$ cat config.mk
export PLATFORM = sky130hd
export DESIGN_NAME = fc_addrgen_multi
export DESIGN_NICKNAME = d
export VERILOG_FILES = /design/src/rtl/fc_addrgen_multi_pkg.sv /design/src/rtl/fc_loop_counter.sv /design/src/rtl/fc_addrgen_multi.sv
export SDC_FILE = /design/constraint.sdc
export NUM_CORES = 1
export LEC_CHECK = 0
export CAP_MARGIN = 15
export CORE_UTILIZATION = 46
export DETAILED_ROUTE_END_ITERATION = 8
export PLACE_DENSITY = 0.91
export SYNTH_ARGS = -nofsm -noshare
export SYNTH_HDL_FRONTEND = slang
export SYNTH_SLANG_ARGS = --single-unit
$ cat constraint.sdc
create_clock -name clk -period 3.15 [get_ports clk]
set_input_delay 0.315 -clock clk [delete_from_list [all_inputs] [get_ports clk]]
set_output_delay 0.315 -clock clk [all_outputs]
set_load 0.1 [all_outputs]
$ cat src/rtl/fc_addrgen_multi_pkg.sv
// Shared layer constants, default widths and FSM encoding for the
// multi-lane FC address generator.
package fc_addrgen_multi_pkg;

    localparam int unsigned DEF_ADDR_WIDTH   = 8;
    localparam int unsigned DEF_W_ADDR_WIDTH = 10;
    localparam int unsigned DEF_INNEURON     = 64;
    localparam int unsigned DEF_OUTNEURON    = 32;
    localparam int unsigned DEF_PI           = 4;
    localparam int unsigned DEF_PO           = 8;
    localparam int unsigned DEF_NPORTS       = 2;

    typedef enum logic [1:0] {
        ST_IDLE,
        ST_RUN,
        ST_DONE
    } state_e;

    function automatic int unsigned cdiv(input int unsigned a,
                                         input int unsigned b);
        return (a + b - 1) / b;
    endfunction

    // Counter width that stays legal when the count is 1.
    function automatic int unsigned cw(input int unsigned n);
        return (n > 1) ? $clog2(n) : 1;
    endfunction

endpackage

$ cat src/rtl/fc_loop_counter.sv
// Generic wrap counter: counts 0..MAX on inc, wraps to 0, flags the wrap.
module fc_loop_counter #(
    parameter int unsigned W   = 1,
    parameter int unsigned MAX = 0
) (
    input  logic         clk,
    input  logic         rst,
    input  logic         inc,
    input  logic         clr,
    output logic [W-1:0] cnt,
    output logic         wrap
);

    logic [W-1:0] cnt_q;
    logic [W-1:0] cnt_d;

    assign wrap = inc && (cnt_q == W'(MAX));
    assign cnt  = cnt_q;

    always_comb begin
        cnt_d = cnt_q;
        if (clr) begin
            cnt_d = '0;
        end else if (inc) begin
            cnt_d = wrap ? '0 : cnt_q + W'(1);
        end
    end

    always_ff @(posedge clk or posedge rst) begin
        if (rst) begin
            cnt_q <= '0;
        end else begin
            cnt_q <= cnt_d;
        end
    end

endmodule

$ cat src/rtl/fc_addrgen_multi.sv
// FC layer address generator: tile/step loops issuing NPORTS input-buffer
// addresses plus one weight address per beat, with first/last markers.
module fc_addrgen_multi
    import fc_addrgen_multi_pkg::*;
#(
    parameter int unsigned ADDR_WIDTH   = DEF_ADDR_WIDTH,
    parameter int unsigned W_ADDR_WIDTH = DEF_W_ADDR_WIDTH,
    parameter int unsigned INNEURON     = DEF_INNEURON,
    parameter int unsigned OUTNEURON    = DEF_OUTNEURON,
    parameter int unsigned PI           = DEF_PI,
    parameter int unsigned PO           = DEF_PO,
    parameter int unsigned NPORTS       = DEF_NPORTS
) (
    input  logic                         clk,
    input  logic                         reset,
    input  logic                         start,
    input  logic                         enable,
    input  logic                         clear,
    output logic [NPORTS*ADDR_WIDTH-1:0] in_addr,
    output logic [NPORTS-1:0]            lane_mask,
    output logic [W_ADDR_WIDTH-1:0]      w_addr,
    output logic                         addr_valid,
    output logic                         first,
    output logic                         last,
    output logic                         busy,
    output logic                         done
);

    localparam int unsigned WORDS = cdiv(INNEURON, PI);
    localparam int unsigned STEPS = cdiv(WORDS, NPORTS);
    localparam int unsigned TILES = cdiv(OUTNEURON, PO);
    localparam int unsigned SW    = cw(STEPS);
    localparam int unsigned TW    = cw(TILES);

    state_e state_q, state_d;

    logic [SW-1:0] step_cnt;
    logic [TW-1:0] tile_cnt;
    logic          step_wrap;
    logic          tile_wrap;
    logic          beat;

    logic [NPORTS*ADDR_WIDTH-1:0] in_addr_q, in_addr_d;
    logic [NPORTS-1:0]            lane_mask_q, lane_mask_d;
    logic [W_ADDR_WIDTH-1:0]      w_addr_q, w_addr_d;
    logic                         addr_valid_q, addr_valid_d;
    logic                         first_q, first_d;
    logic                         last_q, last_d;
    logic                         done_q, done_d;
    logic [ADDR_WIDTH-1:0]        lane;

    // clear outranks enable, so an aborted cycle never issues a beat.
    assign beat = (state_q == ST_RUN) && enable && !clear;

    fc_loop_counter #(.W(SW), .MAX(STEPS - 1)) u_step (
        .clk  (clk),
        .rst  (reset),
        .inc  (beat),
        .clr  (clear),
        .cnt  (step_cnt),
        .wrap (step_wrap)
    );

    fc_loop_counter #(.W(TW), .MAX(TILES - 1)) u_tile (
        .clk  (clk),
        .rst  (reset),
        .inc  (step_wrap),
        .clr  (clear),
        .cnt  (tile_cnt),
        .wrap (tile_wrap)
    );

    always_comb begin
        state_d = state_q;
        unique case (state_q)
            ST_IDLE: if (start) state_d = ST_RUN;
            ST_RUN:  if (tile_wrap) state_d = ST_DONE;
            ST_DONE: state_d = ST_IDLE;
            default: state_d = ST_IDLE;
        endcase
        if (clear) state_d = ST_IDLE;
    end

    always_comb begin
        in_addr_d    = in_addr_q;
        lane_mask_d  = lane_mask_q;
        w_addr_d     = w_addr_q;
        first_d      = first_q;
        last_d       = last_q;
        lane         = '0;
        addr_valid_d = beat;
        done_d       = (state_q == ST_DONE) && !clear;
        if (beat) begin
            for (int k = 0; k < NPORTS; k++) begin
                lane = ADDR_WIDTH'(step_cnt) * ADDR_WIDTH'(NPORTS)
                     + ADDR_WIDTH'(k);
                in_addr_d[k*ADDR_WIDTH +: ADDR_WIDTH] = lane;
                lane_mask_d[k] = 32'(lane) < WORDS;
            end
            w_addr_d = W_ADDR_WIDTH'(tile_cnt) * W_ADDR_WIDTH'(STEPS)
                     + W_ADDR_WIDTH'(step_cnt);
            first_d  = (step_cnt == '0);
            last_d   = (step_cnt == SW'(STEPS - 1));
        end
    end

    always_ff @(posedge clk or posedge reset) begin
        if (reset) begin
            state_q      <= ST_IDLE;
            in_addr_q    <= '0;
            lane_mask_q  <= '0;
            w_addr_q     <= '0;
            addr_valid_q <= 1'b0;
            first_q      <= 1'b0;
            last_q       <= 1'b0;
            done_q       <= 1'b0;
        end else begin
            state_q      <= state_d;
            in_addr_q    <= in_addr_d;
            lane_mask_q  <= lane_mask_d;
            w_addr_q     <= w_addr_d;
            addr_valid_q <= addr_valid_d;
            first_q      <= first_d;
            last_q       <= last_d;
            done_q       <= done_d;
        end
    end

    assign in_addr    = in_addr_q;
    assign lane_mask  = lane_mask_q;
    assign w_addr     = w_addr_q;
    assign addr_valid = addr_valid_q;
    assign first      = first_q;
    assign last       = last_q;
    assign done       = done_q;
    assign busy       = (state_q != ST_IDLE);

endmodule

==> results.yml <==
timing:
  fin_crit_ps: 2325
  fin_crit_sh_pct: 73.82
  final-setup-viol-count: 0
  rsz0062_at_grt: "no"
  fin_skew_ps: 0.7372
  whs_ps: 400.1
  fin_ws_ps: 824.7
  hold_violations: 0
  slew_viol_final: 0
  fmax_mhz: 430.0
  worst_pin_slew_ps: 978.1
  final.setup.tns_ps: 0
  slew_headroom_pct: 34.59
logic_synthesis:
  synth_simple_gate_area_share_pct: 15.33
  synthMostInstantiatedCell: "buf_4"
  async_flop_share_pct: 100.0
  synth_top_cell_by_area: "dfrtp_1"
  ys_top_cells_by_area: "dfrtp_1 43%, buf_4 17%, mux2_4 11%"
  synth_xor_xnor_area_share_pct: 0
  syn_area_per_cell_um2: 11.95
  syn_area_um2: 979.7
  ys_types: 24
  syn-instance-count: 82
  synth_top_family_by_area: "buffers and inverters"
  synth-seq-cells: 17
  synth-edff-count: 0
  yosys-mux-area-fraction_pct: 16.09
  synth_top_cell_area_share_pct: 43.42
  yosys-top-cells-count: "22 x buf_4, 17 x dfrtp_1, 7 x mux2_4, 5 x nand2b_1, 4 x ha_1"
  synth-compound-area-share_pct: 0
  yosysWarnings: 0
  synth-main-ff-cell: "dfrtp_1"
  synth_seq_area_share_pct: 43.42
  synth_fa_ha_area_share_pct: 5.109
clocking:
  root_buffer: "clkbuf_4"
  htreeDepth: 1
  cts_tree: "built"
  clkTransAtPathRegs_ps: 90
  cts-hold-fix-buffers: 0
  cts_buffer_depth: 2
  clock_sinks: 17
  cts.repair.resized: 0
  cts_setup_buffers: 0
  cts_buffers: 3
  insertion_delay_ps: 290
global_routing:
  grt_start_max_net_pins: 18
  grt_pass1_vias: 437
  track_usage_pct: 13.83
  grt_first_pass_wirelength_mm: 2.076
  antenna_found_initial: 0
  gr-total-overflow: 0
placement:
  gp_congestion: 0.7793
  dpl.hpwl_mm: 1.139
  place_area_um2: 1111
  dp_worst_setup_slack_ps: 1101
  portBuffers: 23
setup_path:
  rr_startpoint: "u_step.cnt[0]$_DFFE_PP0P_"
  crit_arrival_ps: 2010
  r2r_setup_slack_ps: 1570
  slowest_delay_ps: 1120
  cp.required_ps: 2830
  critPathMaxFanout: 7
  critical_path_class: "register to primary output"
  crit_path_start_kind: "register"
  crit_chain: "or2_2 -> clkdlybuf4s50_1"
  cp-end-kind: "primary output"
  crit_slowest_cell: "clkdlybuf4s50_1"
  r2r_cells: 4
  rr_endpoint: "u_tile.cnt[0]$_DFFE_PP0P_"
detailed_routing:
  vias: 563
  drcViolationCount: 0
  detail_route.wirelength_mm: 1.434
  drt-wirelength-per-cell_um: 11.47
  drt_pass1_iterations: 4
  ant_nets: 0
  viasPerCell: 4.504
  drt_iter0_markers: 7
die:
  dieHeight_um: 48.15
  die_x_um: 48.15
  fp-row-count: 16
  core_area_um2: 1982
  io_pins: 38
  die_area_um2: 2318
  start_util_pct: 49.43
layout:
  drive_gt1_share_pct: 17.35
  fin_nets: 108
  antenna_cells: 0
  fillers: 165
  final_area_um2: 1137
  area_delta_synth_final_pct: 16.09
pwr:
  p_sw_share_pct: 44.89
  power-per-cell-area_nw_per_um2: 500.2
  pwr-share-seq_pct: 41.2
  power_frac_clock_pct: 20.3
  p_int_w: 0.0003135
  power_leakage_nw: 0.5438
  power.total_w: 0.0005689
  peakVddDrop_mv: 0.2678
  switchingPower_w: 0.0002554
  combPwrFrac_pct: 38.5
run:
  maxCapViolations: 0
hold_path:
  hp-class: "primary input to async pin"
outcome:
  status: "completed"
power by group through the flow:
stage / sequential (W) / combinational, W / clock (W)
CTS: 0.000234 / 0.000220 / 0.000120
global route: 0.000235 / 0.000226 / 0.000126
global placement: 0.000237 / 0.000217 / 0
detailed placement: 0.000239 / 0.000220 / 0
finish: 0.000234 / 0.000219 / 0.000116
floorplan: 0.000280 / 0.000165 / 0
cell families (layout without fill, tap and decap cells):
group / count (synthesis) / in the layout
other: 1 / 14
flip-flops: 17 / 17
AND/OR/NAND/NOR: 21 / 21
multiplexers: 12 / 12
adder cells (fa/ha/maj): 4 / 4
buffers and inverters: 27 / 30
flip-flops by register name, indices dropped and copies added, names as in the netlist, 2 cells and up:
register	flops
u_tile.cnt	2
u_step.cnt	3
state_q	2
in_addr	3
w_addr	2
per-stage QoR:
stage	std cells	util, %
detailed placement	121	56.06
global placement	121	56.06
floorplan	95	-
CTS	125	57.39
global route	125	57.39
finish	125	57.39
per-layer routing:
metal  vias up  global-route usage [%]  part of all wire (%)
li1        271                       -                     -
met1       261                   18.96                    46
met2        29                   19.73                    47
met3         2                   4.444                   5.0
met4         0                   6.667                   2.1
met5         -                       0                     0
critical path: cells and delay by family (launching register included):
family                 cells  cell delay (ps)
buffers and inverters      1             1120
flip-flops                 1              460
AND/OR/NAND/NOR            1              140
cells in the final DEF, fill, tap and decap left out, types with 2 or more instances in the layout:
cell type,instances
and2b_1,2
clkbuf_4,3
clkdlybuf4s50_1,23
conb_1,14
dfrtp_1,17
ha_1,4
inv_1,3
mux2_2,2
mux2_4,7
mux2i_1,3
nand2b_1,5
nor2_1,2
or2_2,2
worst max-delay path by stage:
stage                                    to  cells after the start               startpoint
floorplan                       in_addr[10]                      1  in_addr[10]$_DFFE_PP0P_
global placement    in_addr[10]$_DFFE_PP0P_                      3                    clear
detailed placement        first$_DFFE_PP0P_                      3                    clear
CTS                                    busy                      2   state_q[0]$_DFFE_PP0P_
global route                           busy                      2   state_q[0]$_DFFE_PP0P_
finish                                 busy                      2   state_q[0]$_DFFE_PP0P_
area by class of cell:
cell class | instances | area (um^2) | share of cell area (%)
inverter | 3 | 11.26 | 0.9901
tap | 27 | 33.78 | 2.970
clock buffer | 4 | 26.28 | 2.310
sequential | 17 | 425.4 | 37.40
timing repair buffer | 23 | 230.2 | 20.24
multi-input combinational | 51 | 410.4 | 36.08
Note: power is estimated with default switching activity, not from simulation.
